[config.mk]
export PLATFORM = sky130hd
export DESIGN_NAME = exu_issue_ctrl
export DESIGN_NICKNAME = d
export VERILOG_FILES = /design/src/rtl/exu_pkg.sv /design/src/rtl/exu_scoreboard.sv /design/src/rtl/exu_issue_ctrl.sv
export SDC_FILE = /design/constraint.sdc
export NUM_CORES = 1
export LEC_CHECK = 0
export BUFFER_PORTS_ARGS = -buffer_cell sky130_fd_sc_hd__buf_2
export CAP_MARGIN = 20
export CORE_AREA = 2 2 251 253
export CTS_BUF_LIST = sky130_fd_sc_hd__clkbuf_8
export CTS_CLUSTER_DIAMETER = 50
export DETAILED_ROUTE_END_ITERATION = 16
export DIE_AREA = 0 0 253 255
export PLACE_DENSITY = 0.56
export REMOVE_ABC_BUFFERS = 1
export SLEW_MARGIN = 10
export SYNTH_ARGS = -nofsm -noshare
export SYNTH_HDL_FRONTEND = slang
export SYNTH_HIERARCHICAL = 1
export SYNTH_SLANG_ARGS = --single-unit
[constraint.sdc]
create_clock -name clk_i -period 7.8 [get_ports clk_i]
set_input_delay 0.78 -clock clk_i [delete_from_list [all_inputs] [get_ports clk_i]]
set_output_delay 0.78 -clock clk_i [all_outputs]
set_load 0.01 [all_outputs]
[src/rtl/exu_pkg.sv]
// exu_pkg: shared types for the EXU issue controller.
//   specinst_e    - special-instruction codes carried with each issue
//   issue_state_e - issue register occupancy
//   REG_IDX_W     - architectural register index width
//   issue_ctrl_t  - control part of the issue payload (data fields live beside it)
package exu_pkg;

    localparam int REG_IDX_W = 5;

    typedef enum logic [2:0] {
        SPEC_NONE  = 3'd0,
        SPEC_JAL   = 3'd1,
        SPEC_JALR  = 3'd2,
        SPEC_AUIPC = 3'd3,
        SPEC_LUI   = 3'd4
    } specinst_e;

    typedef enum logic {
        ISSUE_EMPTY = 1'b0,
        ISSUE_FULL  = 1'b1
    } issue_state_e;

    typedef struct packed {
        logic                 ers1;
        logic                 ers2;
        logic [2:0]           specinst;
        logic [REG_IDX_W-1:0] rd;
        logic                 rd_we;
    } issue_ctrl_t;

endpackage

[src/rtl/exu_scoreboard.sv]
// exu_scoreboard: one pending bit per architectural register.
// Optional feature macro: EXU_WB_FWD_EN (writeback bypass of the hazard check).
// Ports:
//   clk_i, rst_n_i            clock, async active-low reset
//   set_en_i/set_idx_i        mark a destination in flight (issue accept)
//   wb_en_i/wb_idx_i          writeback clears its destination
//   fl_en_i/fl_idx_i          flush clears the killed instruction's destination
//   rs1/rs2/rd lookup         indices + use enables of the decoding instruction
//   hazard_o                  RAW/WAW conflict with a pending register
//   rs1_fwd_o/rs2_fwd_o       source matches this cycle's writeback (bypass)
module exu_scoreboard
    import exu_pkg::*;
#(
    parameter int REG_NUM = 32
) (
    input  logic                 clk_i,
    input  logic                 rst_n_i,
    input  logic                 set_en_i,
    input  logic [REG_IDX_W-1:0] set_idx_i,
    input  logic                 wb_en_i,
    input  logic [REG_IDX_W-1:0] wb_idx_i,
    input  logic                 fl_en_i,
    input  logic [REG_IDX_W-1:0] fl_idx_i,
    input  logic                 ers1_i,
    input  logic [REG_IDX_W-1:0] rs1_idx_i,
    input  logic                 ers2_i,
    input  logic [REG_IDX_W-1:0] rs2_idx_i,
    input  logic                 rd_we_i,
    input  logic [REG_IDX_W-1:0] rd_idx_i,
    output logic                 hazard_o,
    output logic                 rs1_fwd_o,
    output logic                 rs2_fwd_o
);

    logic [REG_NUM-1:0] pend_q;
    logic [REG_NUM-1:0] pend_d;
    logic [REG_NUM-1:0] set_vec;
    logic [REG_NUM-1:0] clr_vec;
    logic               rd_fwd;

    // Clears are applied first so a same-cycle set of the same index wins.
    always_comb begin
        set_vec = '0;
        clr_vec = '0;
        if (set_en_i) set_vec[set_idx_i] = 1'b1;
        if (wb_en_i)  clr_vec[wb_idx_i]  = 1'b1;
        if (fl_en_i)  clr_vec[fl_idx_i]  = 1'b1;
        pend_d    = (pend_q & ~clr_vec) | set_vec;
        pend_d[0] = 1'b0;
    end

    always_ff @(posedge clk_i or negedge rst_n_i) begin
        if (!rst_n_i) pend_q <= '0;
        else          pend_q <= pend_d;
    end

`ifdef EXU_WB_FWD_EN
    assign rs1_fwd_o = wb_en_i && (wb_idx_i != '0) && (wb_idx_i == rs1_idx_i);
    assign rs2_fwd_o = wb_en_i && (wb_idx_i != '0) && (wb_idx_i == rs2_idx_i);
    assign rd_fwd    = wb_en_i && (wb_idx_i != '0) && (wb_idx_i == rd_idx_i);
`else
    assign rs1_fwd_o = 1'b0;
    assign rs2_fwd_o = 1'b0;
    assign rd_fwd    = 1'b0;
`endif

    assign hazard_o = (ers1_i  && pend_q[rs1_idx_i] && !rs1_fwd_o) ||
                      (ers2_i  && pend_q[rs2_idx_i] && !rs2_fwd_o) ||
                      (rd_we_i && pend_q[rd_idx_i]  && !rd_fwd);

endmodule

[src/rtl/exu_issue_ctrl.sv]
// exu_issue_ctrl: single-entry issue register between decode and EXU operand select.
// Stalls decode on RAW/WAW hazards against in-flight destinations and counts
// hazard stall cycles (saturating).
// Optional feature macro: EXU_WB_FWD_EN (bypass writeback data into the issue register).
// Ports:
//   clk_i, rst_n_i              clock, async active-low reset
//   dec_*                       decoded instruction + valid/ready handshake
//   rf_rs1_data_i/rf_rs2_data_i register-file read data for the dec indices
//   exu_*                       registered issue payload + valid/ready handshake
//   wb_valid_i/wb_rd_i/wb_data_i writeback
//   flush_i                     kill the issue register
//   stall_o, stall_cnt_o        decode stall and hazard-stall counter
//
// state       | meaning
// ISSUE_EMPTY | issue register holds nothing, exu_valid_o = 0
// ISSUE_FULL  | issue register holds an instruction, exu_valid_o = 1
module exu_issue_ctrl
    import exu_pkg::*;
#(
    parameter int DATA_WIDTH = 64,
    parameter int REG_NUM    = 32,
    parameter int CNT_WIDTH  = 32
) (
    input  logic                  clk_i,
    input  logic                  rst_n_i,
    input  logic                  dec_valid_i,
    output logic                  dec_ready_o,
    input  logic [REG_IDX_W-1:0]  dec_rs1_idx_i,
    input  logic [REG_IDX_W-1:0]  dec_rs2_idx_i,
    input  logic                  dec_ers1_i,
    input  logic                  dec_ers2_i,
    input  logic [REG_IDX_W-1:0]  dec_rd_i,
    input  logic                  dec_rd_we_i,
    input  logic [2:0]            dec_specinst_i,
    input  logic [DATA_WIDTH-1:0] dec_pc_i,
    input  logic [DATA_WIDTH-1:0] dec_imme_i,
    input  logic [DATA_WIDTH-1:0] rf_rs1_data_i,
    input  logic [DATA_WIDTH-1:0] rf_rs2_data_i,
    output logic                  exu_valid_o,
    input  logic                  exu_ready_i,
    output logic                  exu_ers1_o,
    output logic                  exu_ers2_o,
    output logic [2:0]            exu_specinst_o,
    output logic [DATA_WIDTH-1:0] exu_rs1_o,
    output logic [DATA_WIDTH-1:0] exu_rs2_o,
    output logic [DATA_WIDTH-1:0] exu_pc_o,
    output logic [DATA_WIDTH-1:0] exu_imme_o,
    output logic [REG_IDX_W-1:0]  exu_rd_o,
    output logic                  exu_rd_we_o,
    input  logic                  wb_valid_i,
    input  logic [REG_IDX_W-1:0]  wb_rd_i,
    input  logic [DATA_WIDTH-1:0] wb_data_i,
    input  logic                  flush_i,
    output logic                  stall_o,
    output logic [CNT_WIDTH-1:0]  stall_cnt_o
);

    issue_state_e          state_q, state_d;
    issue_ctrl_t           ctrl_q;
    logic [DATA_WIDTH-1:0] rs1_q, rs2_q, pc_q, imme_q;
    logic [CNT_WIDTH-1:0]  stall_cnt_q;
    logic                  hazard, accept, rs1_fwd, rs2_fwd, hazard_stall;

    exu_scoreboard #(.REG_NUM(REG_NUM)) u_sb (
        .clk_i     (clk_i),
        .rst_n_i   (rst_n_i),
        .set_en_i  (accept && dec_rd_we_i),
        .set_idx_i (dec_rd_i),
        .wb_en_i   (wb_valid_i),
        .wb_idx_i  (wb_rd_i),
        .fl_en_i   (flush_i && (state_q == ISSUE_FULL) && ctrl_q.rd_we),
        .fl_idx_i  (ctrl_q.rd),
        .ers1_i    (dec_ers1_i),
        .rs1_idx_i (dec_rs1_idx_i),
        .ers2_i    (dec_ers2_i),
        .rs2_idx_i (dec_rs2_idx_i),
        .rd_we_i   (dec_rd_we_i),
        .rd_idx_i  (dec_rd_i),
        .hazard_o  (hazard),
        .rs1_fwd_o (rs1_fwd),
        .rs2_fwd_o (rs2_fwd)
    );

    always_comb begin
        dec_ready_o = !flush_i && !hazard && ((state_q == ISSUE_EMPTY) || exu_ready_i);
        accept      = dec_valid_i && dec_ready_o;
        state_d     = state_q;
        if (flush_i) begin
            state_d = ISSUE_EMPTY;
        end else begin
            case (state_q)
                ISSUE_EMPTY: if (accept) state_d = ISSUE_FULL;
                ISSUE_FULL:  if (exu_ready_i && !accept) state_d = ISSUE_EMPTY;
                default:     state_d = ISSUE_EMPTY;
            endcase
        end
    end

    always_ff @(posedge clk_i or negedge rst_n_i) begin
        if (!rst_n_i) state_q <= ISSUE_EMPTY;
        else          state_q <= state_d;
    end

    always_ff @(posedge clk_i or negedge rst_n_i) begin
        if (!rst_n_i) begin
            ctrl_q <= '0;
            rs1_q  <= '0;
            rs2_q  <= '0;
            pc_q   <= '0;
            imme_q <= '0;
        end else if (accept) begin
            ctrl_q <= '{ers1: dec_ers1_i, ers2: dec_ers2_i, specinst: dec_specinst_i,
                        rd: dec_rd_i, rd_we: dec_rd_we_i};
            rs1_q  <= rs1_fwd ? wb_data_i : rf_rs1_data_i;
            rs2_q  <= rs2_fwd ? wb_data_i : rf_rs2_data_i;
            pc_q   <= dec_pc_i;
            imme_q <= dec_imme_i;
        end
    end

    // Flush takes precedence over a coincident hazard when attributing a stall.
    assign hazard_stall = dec_valid_i && hazard && !flush_i;

    always_ff @(posedge clk_i or negedge rst_n_i) begin
        if (!rst_n_i) begin
            stall_cnt_q <= '0;
        end else if (hazard_stall && (stall_cnt_q != {CNT_WIDTH{1'b1}})) begin
            stall_cnt_q <= stall_cnt_q + CNT_WIDTH'(1);
        end
    end

    assign exu_valid_o    = (state_q == ISSUE_FULL);
    assign exu_ers1_o     = ctrl_q.ers1;
    assign exu_ers2_o     = ctrl_q.ers2;
    assign exu_specinst_o = ctrl_q.specinst;
    assign exu_rd_o       = ctrl_q.rd;
    assign exu_rd_we_o    = ctrl_q.rd_we;
    assign exu_rs1_o      = rs1_q;
    assign exu_rs2_o      = rs2_q;
    assign exu_pc_o       = pc_q;
    assign exu_imme_o     = imme_q;
    assign stall_o        = dec_valid_i && !dec_ready_o;
    assign stall_cnt_o    = stall_cnt_q;

endmodule

==> results.sh <==
export IMPL_antenna_found_initial=15
export IMPL_dp_hpwl_microns=38900
export IMPL_rsz0062_at_grt="false"
export IMPL_gp_congestion=0.938
export IMPL_yosys_warnings=6
export IMPL_firstDrtPassIters=5
export IMPL_synth_seq_cells=331
export IMPL_syn_inst=1556
export IMPL_mostFrequentLayoutCells="652 x buf_2, 584 x nand2_1, 331 x dfrtp_1, 146 x o21ai_0, 133 x mux2i_1"
export IMPL_start_util_pct=24.3
export IMPL_seq_area_frac_synth_pct=54.8
export IMPL_crit_top_cell="nand2_1"
export IMPL_min_period_over_period_pct=58.0
export IMPL_cts_hold_buffers_added=0
export IMPL_cts_reportedPaths_clkPinSlew_ps=60
export IMPL_required_ps=8350
export IMPL_fmax_ghz=0.221
export IMPL_crit_chain="buf_2, mux2_2, a2111oi_0, nor4_1, a31oi_1, nand4_1, nor3b_1, and2_4, buf_4, nand2_1, nand2_1"
export IMPL_p_leak_nw=11.1
export IMPL_cts_setup_buffers=0
export IMPL_cts_inserted_buffers=68
export IMPL_path_delay_family="simple AND/OR/NAND/NOR gates"
export IMPL_post_route_min_period_ps=4530
export IMPL_crit_fanout=80
export IMPL_avgSynthCellArea_sq_um=9.71
export IMPL_worst_pin_slew_ps=1110
export IMPL_clockRootBuffer="clkbuf_8"
export IMPL_num_rows=92
export IMPL_fin_nets=2548
export IMPL_io_pins=654
export IMPL_clock_sinks=331
export IMPL_critPathBufInv=2
export IMPL_antenna_left=0
export IMPL_die_w_microns=253
export IMPL_vias_per_cell=4.56
export IMPL_synth_top_cell_by_area="dfrtp_1"
export IMPL_die_area_sq_mm=0.0645
export IMPL_max_cap_violations=0
export IMPL_h_tree_depth=3
export IMPL_yosys_top_cells_area="dfrtp_1 55%, nand2_1 15%, mux2i_1 8.8%"
export IMPL_synth_main_ff_cell="dfrtp_1"
export IMPL_worstSetupPathType="in2reg"
export IMPL_yosys_area_share_simple_pct=20.4
export IMPL_cts_max_path_buffers=3
export IMPL_whs_ps=175
export IMPL_drt_iter0_markers=1150
export IMPL_synthAdderAreaFrac_pct=0.0828
export IMPL_cp_slowest_cell="and2_4"
export IMPL_synth_compound_area_share_pct=8.25
export IMPL_hold_viol=0
export IMPL_grt_first_pass_wirelength_microns=80500
export IMPL_layout_drive_gt1_share_pct=35.6
export IMPL_slew_headroom_pct=25.7
export IMPL_final_common_cell="buf_2"
export IMPL_core_sq_mm=0.0622
export IMPL_die_y_microns=255
export IMPL_synth_top_family_by_area="simple AND/OR/NAND/NOR gates"
export IMPL_wl_per_cell_microns=17.4
export IMPL_wl_microns=53200
export IMPL_outcome="finished clean"
export IMPL_grt_max_degree=193
export IMPL_port_buffers=653
export IMPL_grt_usage_pct=15.9
export IMPL_remaining_drc_errors=0
export IMPL_p_per_area_mw_per_mm2=260
export IMPL_max_stage_delay_ps=950
export IMPL_finalSetupViolations=0
export IMPL_dp_cells=2924
export IMPL_cts_tree="built"
export IMPL_clk_latency_ps=620
export IMPL_num_vias=13900
export IMPL_cp_end_kind="flop"
export IMPL_grt_overflow=0
export IMPL_post_cts_resized=0
export IMPL_netlist_area_sq_mm=0.0151
export IMPL_grt_pass1_vias=13900
export IMPL_synthXorXnorAreaFrac_pct=1.51
export IMPL_irDropWorstVdd_v=0.000132
export IMPL_synthMuxAreaShare_pct=12.4
export IMPL_ys_types=55
export IMPL_yosysTopAreaCellShare_pct=54.8
export IMPL_crit_arrival_ps=5080
export IMPL_syn2layout_area_growth_pct=36.4
export IMPL_fin_cells=3054
export IMPL_ys_async_sr_fraction_pct=100
export IMPL_fin_worst_skew_ps=20.3
export IMPL_report_final_slew_viol_count=0
export IMPL_start_kind="input port"
export IMPL_synth_edff_count=0
export IMPL_min_path_type="in2async"
path summary, 6_finish.rpt:
path                                                start  depth (start not counted)                    endpoint  slack (ps)
min in group clk_i                           dec_pc_i[22]                          3    exu_pc_o[22]$_DFFE_PN0P_         350
max in group asynchronous                         rst_n_i                          2   exu_rs1_o[39]$_DFFE_PN0P_        6130
worst max register to register   u_sb/pend_q[3]$_DFF_PN0_                         10  exu_imme_o[41]$_DFFE_PN0P_        3340
worst min register to register  exu_imme_o[5]$_DFFE_PN0P_                          2   exu_imme_o[5]$_DFFE_PN0P_         460
worst min-delay path                              rst_n_i                          1     exu_pc_o[6]$_DFFE_PN0P_         170
worst max-delay path                     dec_rs1_idx_i[1]                         11  exu_imme_o[41]$_DFFE_PN0P_        3270
power by group:
part / internal (mW) / leakage (nW) / switching, mW
clock: 1.13 / 0.809 / 0.799
sequential: 2.05 / 4.19 / 0.220
combinational: 0.478 / 6.10 / 0.686
per-stage QoR:
step,utilization (%),setup TNS [ps],power [mW],cell area (sq um),worst slack [ps]
floorplan,-,-74690,2.83,14700,-416
global placement,30.7,0,3.44,19100,2980
detailed placement,30.7,0,3.47,19100,2680
CTS,33.1,0,5.45,20600,3370
global route,33.1,0,5.69,20600,3040
finish,33.2,0,5.36,20600,3270
cell usage after synthesis (all sizes together) (4+ instances only):
cell type,instances
or4,4
a22oi,19
buf,12
mux4,17
xnor2,10
mux2i,133
clkbuf,79
nor2b,4
nand3,24
o21ai,146
nand2,585
nand4,6
a22o,15
nor3b,16
nor4,11
mux2,12
dfrtp,331
and3,11
and3b,5
nand2b,8
nor2,24
nand3b,8
o211ai,8
nor3,11
xor2,16
o22ai,5
a31oi,5
area by class of cell:
type	count	area, sq um
Clock inverter	29	203
Fill cell	6518	41500
Tap cell	799	1000
Timing Repair Buffer	659	3360
Inverter	3	11.3
Multi-Input combinational cell	1132	6460
Antenna cell	8	20.0
Sequential cell	331	8280
Clock buffer	93	1280
flip-flops by register name (all words and copies together) (netlist names):
register,count
exu_ers2_o,1
u_sb/pend_q,31
exu_specinst_o,3
exu_rs2_o,64
exu_pc_o,64
exu_rd_we_o,1
exu_rd_o,5
exu_rs1_o,64
stall_cnt_o,32
exu_ers1_o,1
exu_imme_o,64
exu_valid_o,1
logic make-up after synthesis:
family,after synthesis
compound gates,212
xor+xnor,26
fa+ha+maj,1
buf+inv,94
flops,331
mux,162
other cells,1
simple gates,729
per-layer routing:
metal	part of all wire [%]	GRT usage, %	wire length (microns)
met1	41	19.9	21800
met2	47	25.7	25200
met3	8.4	4.92	4490
met4	3.0	6.20	1590
met5	0.11	0	57
(Power assumes the default switching activity.)
